## src/rtl/imem_loader_pkg.sv

```systemverilog
// Shared definitions for the UART-style instruction memory loader: state encoding,
// frame sync byte and parameter defaults.
package imem_loader_pkg;

   localparam logic [7:0]  SYNC_BYTE       = 8'hA5;
   localparam int unsigned DEF_MAX_WORDS   = 64;
   localparam int unsigned DEF_TIMEOUT_CYC = 100000;

   typedef enum logic [2:0] {
      StIdle,
      StSync,
      StCount,
      StData,
      StCheck,
      StDone,
      StErr
   } state_e;

endpackage

```

## src/rtl/byte_word_assembler.sv

```systemverilog
// Shifts bytes MSB-first into a 32-bit word, flags the 4th byte of each word and keeps
// a running XOR of every byte accepted since the last clear.
module byte_word_assembler (
   input  logic        clk,
   input  logic        reset,
   input  logic        clear,
   input  logic        valid,
   input  logic [7:0]  data,
   output logic [31:0] word,
   output logic        word_done,
   output logic [7:0]  csum
);

   logic [23:0] shift_q;
   logic [1:0]  cnt_q;
   logic [7:0]  csum_q;

   // word includes the byte being accepted this cycle, so it is complete when word_done is high
   assign word      = {shift_q, data};
   assign word_done = valid && (cnt_q == 2'd3);
   assign csum      = csum_q;

   always_ff @(posedge clk) begin
      if (reset || clear) begin
         shift_q <= '0;
         cnt_q   <= '0;
         csum_q  <= '0;
      end else if (valid) begin
         shift_q <= word[23:0];
         cnt_q   <= cnt_q + 2'd1;
         csum_q  <= csum_q ^ data;
      end
   end

endmodule

```

## src/rtl/imem_loader.sv

```systemverilog
// Receives a framed byte stream (sync, count, words, XOR checksum) and writes the words
// into instruction memory, holding the CPU in reset until a frame loads cleanly.
module imem_loader
   import imem_loader_pkg::*;
#(
   parameter int unsigned MAX_WORDS   = DEF_MAX_WORDS,
   parameter int unsigned TIMEOUT_CYC = DEF_TIMEOUT_CYC
) (
   input  logic        clk,
   input  logic        reset,
   input  logic        start,
   input  logic        rx_valid,
   input  logic [7:0]  rx_data,
   output logic        we,
   output logic [31:0] waddr,
   output logic [31:0] wdata,
   output logic        cpu_hold,
   output logic        done,
   output logic        error
);

   localparam int unsigned IW = $clog2(MAX_WORDS + 1);
   localparam int unsigned TW = (TIMEOUT_CYC > 1) ? $clog2(TIMEOUT_CYC) : 1;

   state_e          state_q, state_d;
   logic [IW-1:0]   idx_q, n_q;
   logic [TW-1:0]   tmo_q, tmo_d;
   logic            asm_clear, asm_valid, word_done;
   logic [31:0]     asm_word;
   logic [7:0]      csum;
   logic            counting, byte_accept, tmo_expired, count_ok, last_word;

   byte_word_assembler u_asm (
      .clk       (clk),
      .reset     (reset),
      .clear     (asm_clear),
      .valid     (asm_valid),
      .data      (rx_data),
      .word      (asm_word),
      .word_done (word_done),
      .csum      (csum)
   );

   assign counting    = state_q inside {StCount, StData, StCheck};
   assign byte_accept = counting && rx_valid;
   assign tmo_expired = (tmo_q == TW'(TIMEOUT_CYC - 1)) && !rx_valid;
   assign count_ok    = (rx_data != 8'd0) && (32'(rx_data) <= MAX_WORDS);
   assign last_word   = (idx_q == n_q - IW'(1));

   always_comb begin
      state_d   = state_q;
      asm_clear = 1'b0;
      asm_valid = 1'b0;
      unique case (state_q)
         StIdle, StDone, StErr: if (start) state_d = StSync;
         StSync: if (rx_valid && rx_data == SYNC_BYTE) state_d = StCount;
         StCount: begin
            if (rx_valid) begin
               if (count_ok) begin
                  state_d   = StData;
                  asm_clear = 1'b1;
               end else begin
                  state_d = StErr;
               end
            end else if (tmo_expired) begin
               state_d = StErr;
            end
         end
         StData: begin
            if (rx_valid) begin
               asm_valid = 1'b1;
               if (word_done && last_word) state_d = StCheck;
            end else if (tmo_expired) begin
               state_d = StErr;
            end
         end
         StCheck: begin
            if (rx_valid) state_d = (rx_data == csum) ? StDone : StErr;
            else if (tmo_expired) state_d = StErr;
         end
         default: state_d = StIdle;
      endcase
   end

   // Idle-cycle counter restarts on every accepted byte and on every state change
   always_comb begin
      tmo_d = '0;
      if (counting && !byte_accept && state_d == state_q) tmo_d = tmo_q + TW'(1);
   end

   always_ff @(posedge clk) begin
      if (reset) begin
         state_q  <= StIdle;
         idx_q    <= '0;
         n_q      <= '0;
         tmo_q    <= '0;
         we       <= 1'b0;
         waddr    <= '0;
         wdata    <= '0;
         cpu_hold <= 1'b1;
         done     <= 1'b0;
         error    <= 1'b0;
      end else begin
         state_q  <= state_d;
         tmo_q    <= tmo_d;
         cpu_hold <= (state_d != StDone);
         done     <= (state_d == StDone);
         error    <= (state_d == StErr);
         we       <= asm_valid && word_done;
         if (asm_clear) begin
            idx_q <= '0;
            n_q   <= IW'(rx_data);
         end
         if (asm_valid && word_done) begin
            waddr <= 32'(idx_q) << 2;
            wdata <= asm_word;
            idx_q <= idx_q + IW'(1);
         end
      end
   end

endmodule

```

## config.mk

```make
export PLATFORM = sky130hd
export DESIGN_NAME = imem_loader
export DESIGN_NICKNAME = d
export VERILOG_FILES = /design/src/rtl/imem_loader_pkg.sv /design/src/rtl/byte_word_assembler.sv /design/src/rtl/imem_loader.sv
export SDC_FILE = /design/constraint.sdc
export NUM_CORES = 1
export LEC_CHECK = 0
export CELL_PAD_IN_SITES_DETAIL_PLACEMENT = 1
export CELL_PAD_IN_SITES_GLOBAL_PLACEMENT = 1
export CORE_ASPECT_RATIO = 1.1
export CORE_MARGIN = 2
export CORE_UTILIZATION = 39
export DETAILED_ROUTE_END_ITERATION = 10
export GPL_ROUTABILITY_DRIVEN = 0
export PLACE_DENSITY = 0.89
export SLEW_MARGIN = 0
export SYNTH_ARGS = -nofsm -noshare
export SYNTH_HDL_FRONTEND = slang
export SYNTH_SLANG_ARGS = --single-unit
```

## constraint.sdc

```tcl
create_clock -name clk -period 2.7 [get_ports clk]
set_input_delay 0.27 -clock clk [delete_from_list [all_inputs] [get_ports clk]]
set_output_delay 0.27 -clock clk [all_outputs]
set_load 0.005 [all_outputs]
```

### Word level (Yosys, flattened, before mapping)

Cells that the tools add are included.

| storage, ports and cells | value |
|---|---|
| register bits | 111 |
| bits of input ports | 12 |
| output and inout bits | 68 |
| word-level logic and storage cells | 70 |

| operators by class | value |
|---|---|
| $add $sub $neg | 4 |
| order comparisons | 1 |
| eq/ne operators | 15 |
| mux-type cells | 17 |
| bitwise gates (word level) | 2 |
| reductions and logical operators | 18 |

Operators by type and width:

| kind | number |
|---|---|
| $mux 3 | 8 |
| $add 17x1->17 const B | 1 |
| $eq 17x17->1 const B | 1 |
| $eq 3x3->1 const B | 5 |
| $pmux 3 s5 | 1 |
| $mux 7 | 2 |
| $logic_and 1x1->1 | 9 |
| $eq 8x8->1 | 1 |
| $eq 8x8->1 const B | 1 |
| $le 8x7->1 const B | 1 |
| $reduce_bool 8->1 | 1 |
| $xor 8x8->8 | 1 |
| $add 7x1->7 const B | 1 |
| $eq 7x7->1 | 1 |
| $sub 7x1->7 const B | 1 |
| $eq 3x2->1 const B | 2 |
| $mux 1 | 5 |
| $eq 3x1->1 const B | 1 |
| $eq 3x3->1 | 1 |
| $logic_not 3->1 | 1 |
| $ne 3x3->1 const B | 1 |
| $reduce_bool 3->1 | 1 |
| $reduce_or 3->1 | 1 |
| $add 2x1->2 const B | 1 |
| other kinds (7) | 8 |

### Depth between registers and ports, before layout

Gate-level depths: netlist of the first run.

| logic depth | value |
|---|---|
| depth in word-level cells | 11 |
| depth in mapped cells | 8 |
| gate-level depth less buffers | 8 |

### Modules after synthesis

From an unflattened synthesis of the first run, not the netlist that was laid out.

| unflattened totals | value |
|---|---|
| cells, all modules | 575 |
| area total of the unflattened synthesis | 5016.1 um2 |

Modules (own cells, without submodules):

| module | times used | cells each | area each (um2) | seq. area each (um2) |
|---|---|---|---|---|
| imem_loader | 1 | 445 | 3608.5 | 1541.5 |
| byte_word_assembler | 1 | 130 | 1407.6 | 680.7 |

### Least setup slack after synthesis of the first run

Ideal clock, no wire load.

| timing | value |
|---|---|
| path type | reg-to-reg |
| start point | reg n_q[0] |
| end point | reg cpu_hold |
| library setup time | 114 ps |
| data arrival time | 1822 ps |
| data required time | 2586 ps |
| slack | 763 ps |
| stages on the path, launching flop included | 9 |
| path buffers | 0 |
| period minus slack after synthesis | 1937 ps |
| cell sequence | dfxtp_1 > inv_1 > ha_1 > nand2b_1 > o211ai_1 > o21ai_0 > a2111oi_2 > o21ai_0 > a21bo_1 |

| between the ends | value |
|---|---|
| word-level cells in the longest chain between the ends | 7 |

RTL lines:

| element | line | text |
|---|---|---|
| from (decl) | imem_loader.sv:26 | `logic [IW-1:0] idx_q, n_q;` |
| from (signal assigned) | imem_loader.sv:112 | `n_q <= IW'(rx_data);` |
| $sub 7x1->7 | imem_loader.sv:48 | `assign last_word = (idx_q == n_q - IW'(1));` |
| $eq 7x7->1 | imem_loader.sv:48 |  |
| $logic_and 1x1->1 | imem_loader.sv:72 | `if (word_done && last_word) state_d = StCheck;` |
| $mux 3 | imem_loader.sv:72 |  |
| $mux 3 | imem_loader.sv:70 | `if (rx_valid) begin` |
| $pmux 3 s5 | imem_loader.sv:54 | `unique case (state_q)` |
| $ne 3x3->1 | imem_loader.sv:106 | `cpu_hold <= (state_d != StDone);` |
| to (signal assigned) | imem_loader.sv:106 |  |
| to (decl) | imem_loader.sv:17 | `output logic cpu_hold,` |

No other way between the ends.
A chain may end at the register's enable or synchronous reset.

### Worst setup path in the final report of the first run

Same ends and word-level chain as after synthesis.

==> results of run 1 <==
stage by stage:
stage	setup WS, ns	cells	area (um2)
finish	0.352	791	5670
global route	0.191	791	5670
CTS	0.331	791	5670
detailed placement	0.221	776	5380
global placement	0.257	776	5380
floorplan	0.763	605	4810
flip-flops by register name, indices dropped and copies added, names as in the netlist, 2 cells and up:
signal / flops
idx_q: 7
state_q: 3
wdata: 32
n_q: 7
u_asm.csum: 8
u_asm.cnt_q: 2
tmo_q: 17
waddr: 7
u_asm.shift_q: 24
report_power, final:
part	internal, W	switching (W)	leakage, nW
sequential	0.00164	0.00000323	0.894
clock	0.000730	0.000637	0.141
combinational	0.0000411	0.0000659	0.963
worst register-to-register path: cells and delay by family, from the launching register on:
| family | cells | cell delay (ns) |
|---|---|---|
| and+or+nand+nor | 1 | 0.18 |
| DFF | 1 | 0.43 |
| buffers and inverters | 1 | 0.09 |
| adders and majority gates | 1 | 0.29 |
| AOI/OAI and AO/OA | 5 | 1.26 |
cells by family (layout without fill, tap and decap cells):
kind of cell,count (synthesis),in the layout,share of synthesized area
AOI/OAI and AO/OA,101,101,0.122
xor gates and xnor gates,40,40,0.0742
adders and majority gates,4,4,0.0106
buffers and inverters,63,95,0.0737
DFF,111,111,0.471
muxes,7,7,0.0148
other,1,25,0.000794
and+or+nand+nor,254,254,0.233
cell usage after synthesis, types with 4 or more instances:
cell type	number
nand2_1	148
nand3_1	10
clkbuf_1	20
dfxtp_1	111
xor2_1	28
nor2_1	54
ha_1	4
nor3_1	7
o21ai_0	6
xnor2_1	12
inv_1	6
buf_4	25
nand4_1	4
buf_2	8
mux2i_1	7
and3_1	4
a21oi_1	73
metal layers:
layer	track usage	up-vias	part of all wire
met3	0.0307	20	0.041
met2	0.352	105	0.52
met4	0.0833	0	0.020
li1	-	1978	-
met1	0.232	2008	0.42
met5	0	-	0
worst min path at each step:
| stage | slack [ns] | start | to | depth (start not counted) |
|---|---|---|---|---|
| after floorplan | 0.41 | rx_data[0] | wdata[0]$_SDFFE_PP0P_ | 2 |
| after global placement | 0.43 | tmo_q[0]$_SDFF_PP0_ | tmo_q[0]$_SDFF_PP0_ | 1 |
| after detailed placement | 0.45 | wdata[8]$_SDFFE_PP0P_ | wdata[8]$_SDFFE_PP0P_ | 2 |
| after CTS | 0.43 | reset | n_q[4]$_SDFFE_PP0P_ | 2 |
| after global routing | 0.44 | reset | n_q[3]$_SDFFE_PP0P_ | 2 |
| final | 0.44 | reset | n_q[3]$_SDFFE_PP0P_ | 2 |
final cells by class:
| cell class | count | area share |
|---|---|---|
| inverters | 6 | 0.00397 |
| repair buffers | 74 | 0.123 |
| clock buffers | 10 | 0.0404 |
| flip-flops and latches | 111 | 0.392 |
| well taps | 154 | 0.0340 |
| clock inverters | 5 | 0.0117 |
| multi-input cells | 431 | 0.395 |
==> out/qor.csv, run 1 <==
stage;metric;value;unit
outcome;status;finished, final reports clean;
detailed_routing;First DRT Iteration DRCs;201;
synth;post-synthesis register bit count;111;
clocking;PostCTS Resize Cnt;0;
power_and_ir_drop;VDD IR max;284;uV
timing;Max Clk Rate;426;MHz
detailed_routing;Remaining DRCs;0;
timing;RSZ-0062 raised after global routing;no;
setup_path;CP endpoint;cpu_hold$_SDFF_PP1_;
setup_path;WP buf/inv;1;
setup_path;critical path peak fanout;6;
setup_path;CP Cell Sequence;inv_1, ha_1, nand2b_1, o211ai_1, o21ai_0, a2111oi_2, o21ai_0, a21bo_1;
detailed_routing;wire per inst;15.6;um
layout;Final nets;649;
power_and_ir_drop;pwr/cell area;549;nW/um2
global_routing;largest net degree at the start of global routing;45;
synth;Cell Area, Synth;4720;um2
synth;fraction of registers with async set/reset;0;
detailed_routing;DRT Pass-1 Iters;4;
setup_path;crit path kind;flop to flop;
timing;final setup skew;0.00648;ns
timing;relative slew slack;0.581;
placement;DPL Wire Length;8600;um
layout;synthesis-to-finish area growth;20.1;%
floorplan;I/O pin total;80;
detailed_routing;average via count per standard cell;5.20;
timing;Fin Setup TNS;0;ns
timing;crit path time final;2.35;ns
setup_path;most used cell, CP;o21ai_0;
layout;most common cell after layout, fill and taps aside;nand2_1;
setup_path;delay-heaviest family, CP;compound AO/OA/AOI/OAI gates;
synth;top cells by area, synth;dfxtp_1, nand2_1, a21oi_1, xor2_1, nor2_1;
clocking;CTS Buf Count;9;
layout;fill cell count;1465;
setup_path;reg2reg start;n_q[0]$_SDFFE_PP0P_;
timing;setup violators final;0;
layout;most frequent cells in the layout;nand2_1, dfxtp_1, a21oi_1, nor2_1, clkdlybuf4s50_1;
clocking;CTS tree;built;
global_routing;All-Layer GR Usage;0.198;
global_routing;grt ovf;0;
setup_path;CP max stage cell;a2111oi_2;
setup_path;CP endpoint kind;flop;
floorplan;core area;11900;um2
clocking;CTS Sinks;111;
clocking;clk buf depth;2;
detailed_routing;vias;4111;
global_routing;global-route wire length before repair;20400;um
clocking;CTS clk-pin slew, worst paths;0.07;ns
clocking;Setup Buffers After CTS;0;
synth;Mean Syn Cell Area;8.13;um2
placement;I/O Buffers;54;
setup_path;Setup crit start;n_q[0]$_SDFFE_PP0P_;
layout;Layout Utilization;0.476;
timing;Slew Limit Fails;0;
setup_path;crit start category;flop;
hold_path;hold crit path type;primary input to flop;
timing;Fin Hold WS;0.437;ns
layout;layout cells sized above 1;0.0659;
power_and_ir_drop;LEAKAGE;2.00;nW
synth;Syn Inst Count;581;
floorplan;FP Rows;42;
layout;FF/Latch Area;2220;um2
setup_path;reg2reg path depth;8;
detailed_routing;post-route ant nets;0;
layout;diode count;0;
global_routing;vias in the first global route;4228;
detailed_routing;Detailed Route WL;12300;um
clocking;Clock Latency Late Sink;0.35;ns
timing;Fin. Hold Viols;0;
floorplan;DIE WIDTH;109;um
timing;Worst Tran Pin Value;0.628;ns
floorplan;die area;13000;um2
global_routing;initial antenna violation count;0;
floorplan;Initial Util;0.396;
synth;distinct cell type count after synthesis;51;
clocking;htree depth;3;
setup_path;CP required;2.94;ns
power_and_ir_drop;Tot Pwr;0.00311;W
setup_path;worst reg-to-reg setup slack;0.35;ns
clocking;CTS Hold Buffers Added;0;
synth;register area share after synthesis;0.471;
setup_path;Critical Path Stages;8;
synth;top_reg_cell synth;dfxtp_1;
layout;area of the multi-input gates;2240;um2
synth;YS warnings;0;
synth;post-synth top area share;0.471;
floorplan;die height;119;um
run;max-cap violation count;0;
setup_path;Worst EP arrival;2.59;ns
timing;part of the cycle the worst path needs;0.870;
synth;Synth area leader;dfxtp_1;
synth;number of synthesized flops with an enable pin;0;
setup_path;CP peak stage delay;0.50;ns
clocking;root buffer cell;clkbuf_16;
setup_path;Worst R2R End;cpu_hold$_SDFF_PP1_;
Power figures use the tool's default switching activity.
==> run 2: changes to the inputs <==
--- a/config.mk
+++ b/config.mk
@@ -8,7 +8,7 @@
 export CELL_PAD_IN_SITES_DETAIL_PLACEMENT = 1
 export CELL_PAD_IN_SITES_GLOBAL_PLACEMENT = 1
 export CORE_ASPECT_RATIO = 1.1
-export CORE_MARGIN = 2
+export CORE_MARGIN = 3
 export CORE_UTILIZATION = 39
 export DETAILED_ROUTE_END_ITERATION = 10
 export GPL_ROUTABILITY_DRIVEN = 0
==> run 2 against run 1 <==
Compared with the run above:
- core utilization is 1.2 points higher
- routed wire length is 1.3% higher
- clock skew is 0.0019 ns higher
- clock power hardly changed
- total power is 0.66% lower
- die area is 3.5% higher
- critical path depth is 1 lower
- register-to-register slack worse by 0.04 ns
- critical path type unchanged
==> out/qor.csv, run 2 (synthesized netlist as in run 1, its figures left out) <==
stage;metric;value;unit;change
outcome;status;finished, final reports clean;;unchanged
setup_path;Worst EP arrival;2.64;ns;was 2.59 ns
global_routing;met3 Use GR;0.0354;;was 0.0307
global_routing;global routing's busiest layer;met2;;unchanged
setup_path;Worst R2R End;idx_q[5]$_SDFFE_PP0P_;;was cpu_hold$_SDFF_PP1_
clocking;CTS clk-pin slew, worst paths;0.08;ns;was 0.07 ns
run;max-cap violation count;0;;unchanged
timing;final setup skew;0.00838;ns;was 0.00648 ns
floorplan;DIE WIDTH;111;um;was 109 um
setup_path;CP endpoint kind;flop;;unchanged
layout;Final nets;649;;unchanged
layout;synthesis-to-finish area growth;20.2;%;was 20.1%
placement;I/O Buffers;54;;unchanged
detailed_routing;Detailed Route WL;12500;um;was 12300 um
layout;fin cells;788;;was 791
power_and_ir_drop;pwr/cell area;545;nW/um2;was 549 nW/um2
clocking;CTS tree;built;;unchanged
floorplan;Initial Util;0.406;;was 0.396
global_routing;vias in the first global route;4212;;was 4228
global_routing;All-Layer GR Usage;0.188;;was 0.198
setup_path;crit start category;flop;;unchanged
hold_path;hold crit path type;primary input to flop;;unchanged
layout;Top reg by flops;wdata;;unchanged
setup_path;worst reg-to-reg setup slack;0.31;ns;was 0.35 ns
clocking;Clock Latency Late Sink;0.35;ns;about the same
setup_path;reg2reg start;state_q[1]$_SDFF_PP0_;;was n_q[0]$_SDFFE_PP0P_
detailed_routing;Remaining DRCs;0;;unchanged
floorplan;I/O pin total;80;;unchanged
hold_path;Hold Path Stages;2;;unchanged
layout;Largest regs;wdata: 32 flops, u_asm.shift_q: 24 flops, tmo_q: 17 flops;;unchanged
placement;Place WS;0.211;ns;was 0.221 ns
detailed_routing;vias;4032;;was 4111
timing;Worst Slack Setup Final;0.310;ns;was 0.352 ns
power_and_ir_drop;VDD IR max;262;uV;was 284 uV
clocking;CTS Sinks;111;;unchanged
floorplan;FP Rows;41;;was 42
clocking;clk buf depth;2;;unchanged
detailed_routing;average via count per standard cell;5.12;;was 5.20
clocking;Setup Buffers After CTS;0;;unchanged
clocking;PostCTS Resize Cnt;0;;unchanged
floorplan;die height;121;um;was 119 um
timing;part of the cycle the worst path needs;0.885;;was 0.870
placement;DPL Wire Length;8530;um;was 8600 um
global_routing;grt met2 use;0.333;;was 0.352
layout;FF/Latch Area;2220;um2;unchanged
floorplan;die area;13500;um2;was 13000 um2
layout;area of the multi-input gates;2240;um2;unchanged
layout;Largest register FFs;32;;unchanged
layout;layout cells sized above 1;0.0690;;was 0.0659
setup_path;crit path kind;flop to flop;;unchanged
layout;diode count;0;;unchanged
global_routing;routing usage on met1;0.229;;was 0.232
global_routing;grt ovf;0;;unchanged
timing;Fin Setup TNS;0;ns;unchanged
floorplan;core area;11600;um2;was 11900 um2
global_routing;largest net degree at the start of global routing;45;;unchanged
global_routing;initial antenna violation count;0;;unchanged
timing;Worst Tran Pin Value;0.566;ns;was 0.628 ns
timing;crit path time final;2.39;ns;was 2.35 ns
layout;most frequent cells in the layout;nand2_1, dfxtp_1, a21oi_1, nor2_1, clkdlybuf4s50_1;;unchanged
setup_path;CP required;2.95;ns;was 2.94 ns
clocking;CTS Hold Buffers Added;0;;unchanged
setup_path;reg2reg path depth;7;;was 8
timing;RSZ-0062 raised after global routing;no;;unchanged
timing;relative slew slack;0.619;;was 0.581
clocking;htree depth;3;;unchanged
setup_path;critical path peak fanout;28;;was 6
placement;Placed Cells;772;;was 776
clocking;root buffer cell;clkbuf_16;;unchanged
detailed_routing;wire per inst;15.9;um;was 15.6 um
timing;setup violators final;0;;unchanged
detailed_routing;DRT Pass-1 Iters;4;;unchanged
detailed_routing;post-route ant nets;0;;unchanged
timing;Fin. Hold Viols;0;;unchanged
layout;most common cell after layout, fill and taps aside;nand2_1;;unchanged
power_and_ir_drop;LEAKAGE;2.01;nW;was 2.00 nW
timing;Slew Limit Fails;0;;unchanged
clocking;CTS Buf Count;9;;unchanged
global_routing;global-route wire length before repair;20700;um;was 20400 um
hold_path;hold-critical path endpoint;n_q[0]$_SDFFE_PP0P_;;was n_q[3]$_SDFFE_PP0P_
layout;fill cell count;1396;;was 1465
detailed_routing;First DRT Iteration DRCs;166;;was 201
timing;Max Clk Rate;418;MHz;was 426 MHz
hold_path;hold path start;reset;;unchanged
## run 2: changes by cell type in the layout (fill, tap and decap cells not counted), sizes merged
cell      before  now
bufinv         1    0
clkinvlp       1    0
clkinv         0    2
clkbuf        10   11
## run 2: power by group
group          switching (W)  leakage (nW)  internal (W)
Combinational      0.0000657         0.963     0.0000411
Clock               0.000648         0.150      0.000698
Sequential        0.00000391         0.894       0.00164
Total               0.000718          2.01       0.00238
## run 2: worst max path at each step
stage / cells after the start / endpoint / from
6_report: 7 / idx_q[5]$_SDFFE_PP0P_ / state_q[1]$_SDFF_PP0_
2_1_floorplan: 8 / cpu_hold$_SDFF_PP1_ / n_q[0]$_SDFFE_PP0P_
3_5_place_dp: 8 / idx_q[5]$_SDFFE_PP0P_ / rx_valid
5_1_grt: 8 / error$_SDFF_PP0_ / n_q[0]$_SDFFE_PP0P_
3_3_place_gp: 7 / cpu_hold$_SDFF_PP1_ / rx_valid
4_1_cts: 7 / idx_q[5]$_SDFFE_PP0P_ / state_q[1]$_SDFF_PP0_
## run 2: area by class of cell
class                           instances  share of cell area
Clock buffer                           11              0.0445
Timing Repair Buffer                   74               0.123
Clock inverter                          5             0.00860
Tap cell                              150              0.0331
Sequential cell                       111               0.392
Inverter                                6             0.00397
Multi-Input combinational cell        431               0.395
## run 2: through the flow
stage / power [W] / instance area [um2] / util / hold WS, ns
floorplan: 0.00176 / 4810 / - / 0.406
global placement: 0.00178 / 5370 / 0.461 / 0.431
detailed placement: 0.00178 / 5370 / 0.461 / 0.450
CTS: 0.00312 / 5670 / 0.487 / 0.377
global route: 0.00319 / 5670 / 0.487 / 0.417
finish: 0.00309 / 5670 / 0.487 / 0.380
## run 2: metal layers
metal  vias up  share of wire
li1       1972              -
met2        87           0.51
met5         -              0
met3        14          0.042
met4         0          0.015
met1      1959           0.43
## run 2: worst max-delay path, cell delays in order (launching register included)
cell and delay, ns:
dfxtp_1 0.56, and4b_1 0.31, buf_4 0.34, nand2_1 0.27, buf_4 0.29, nor2_1 0.15
nor2_1 0.08, a311oi_1 0.28
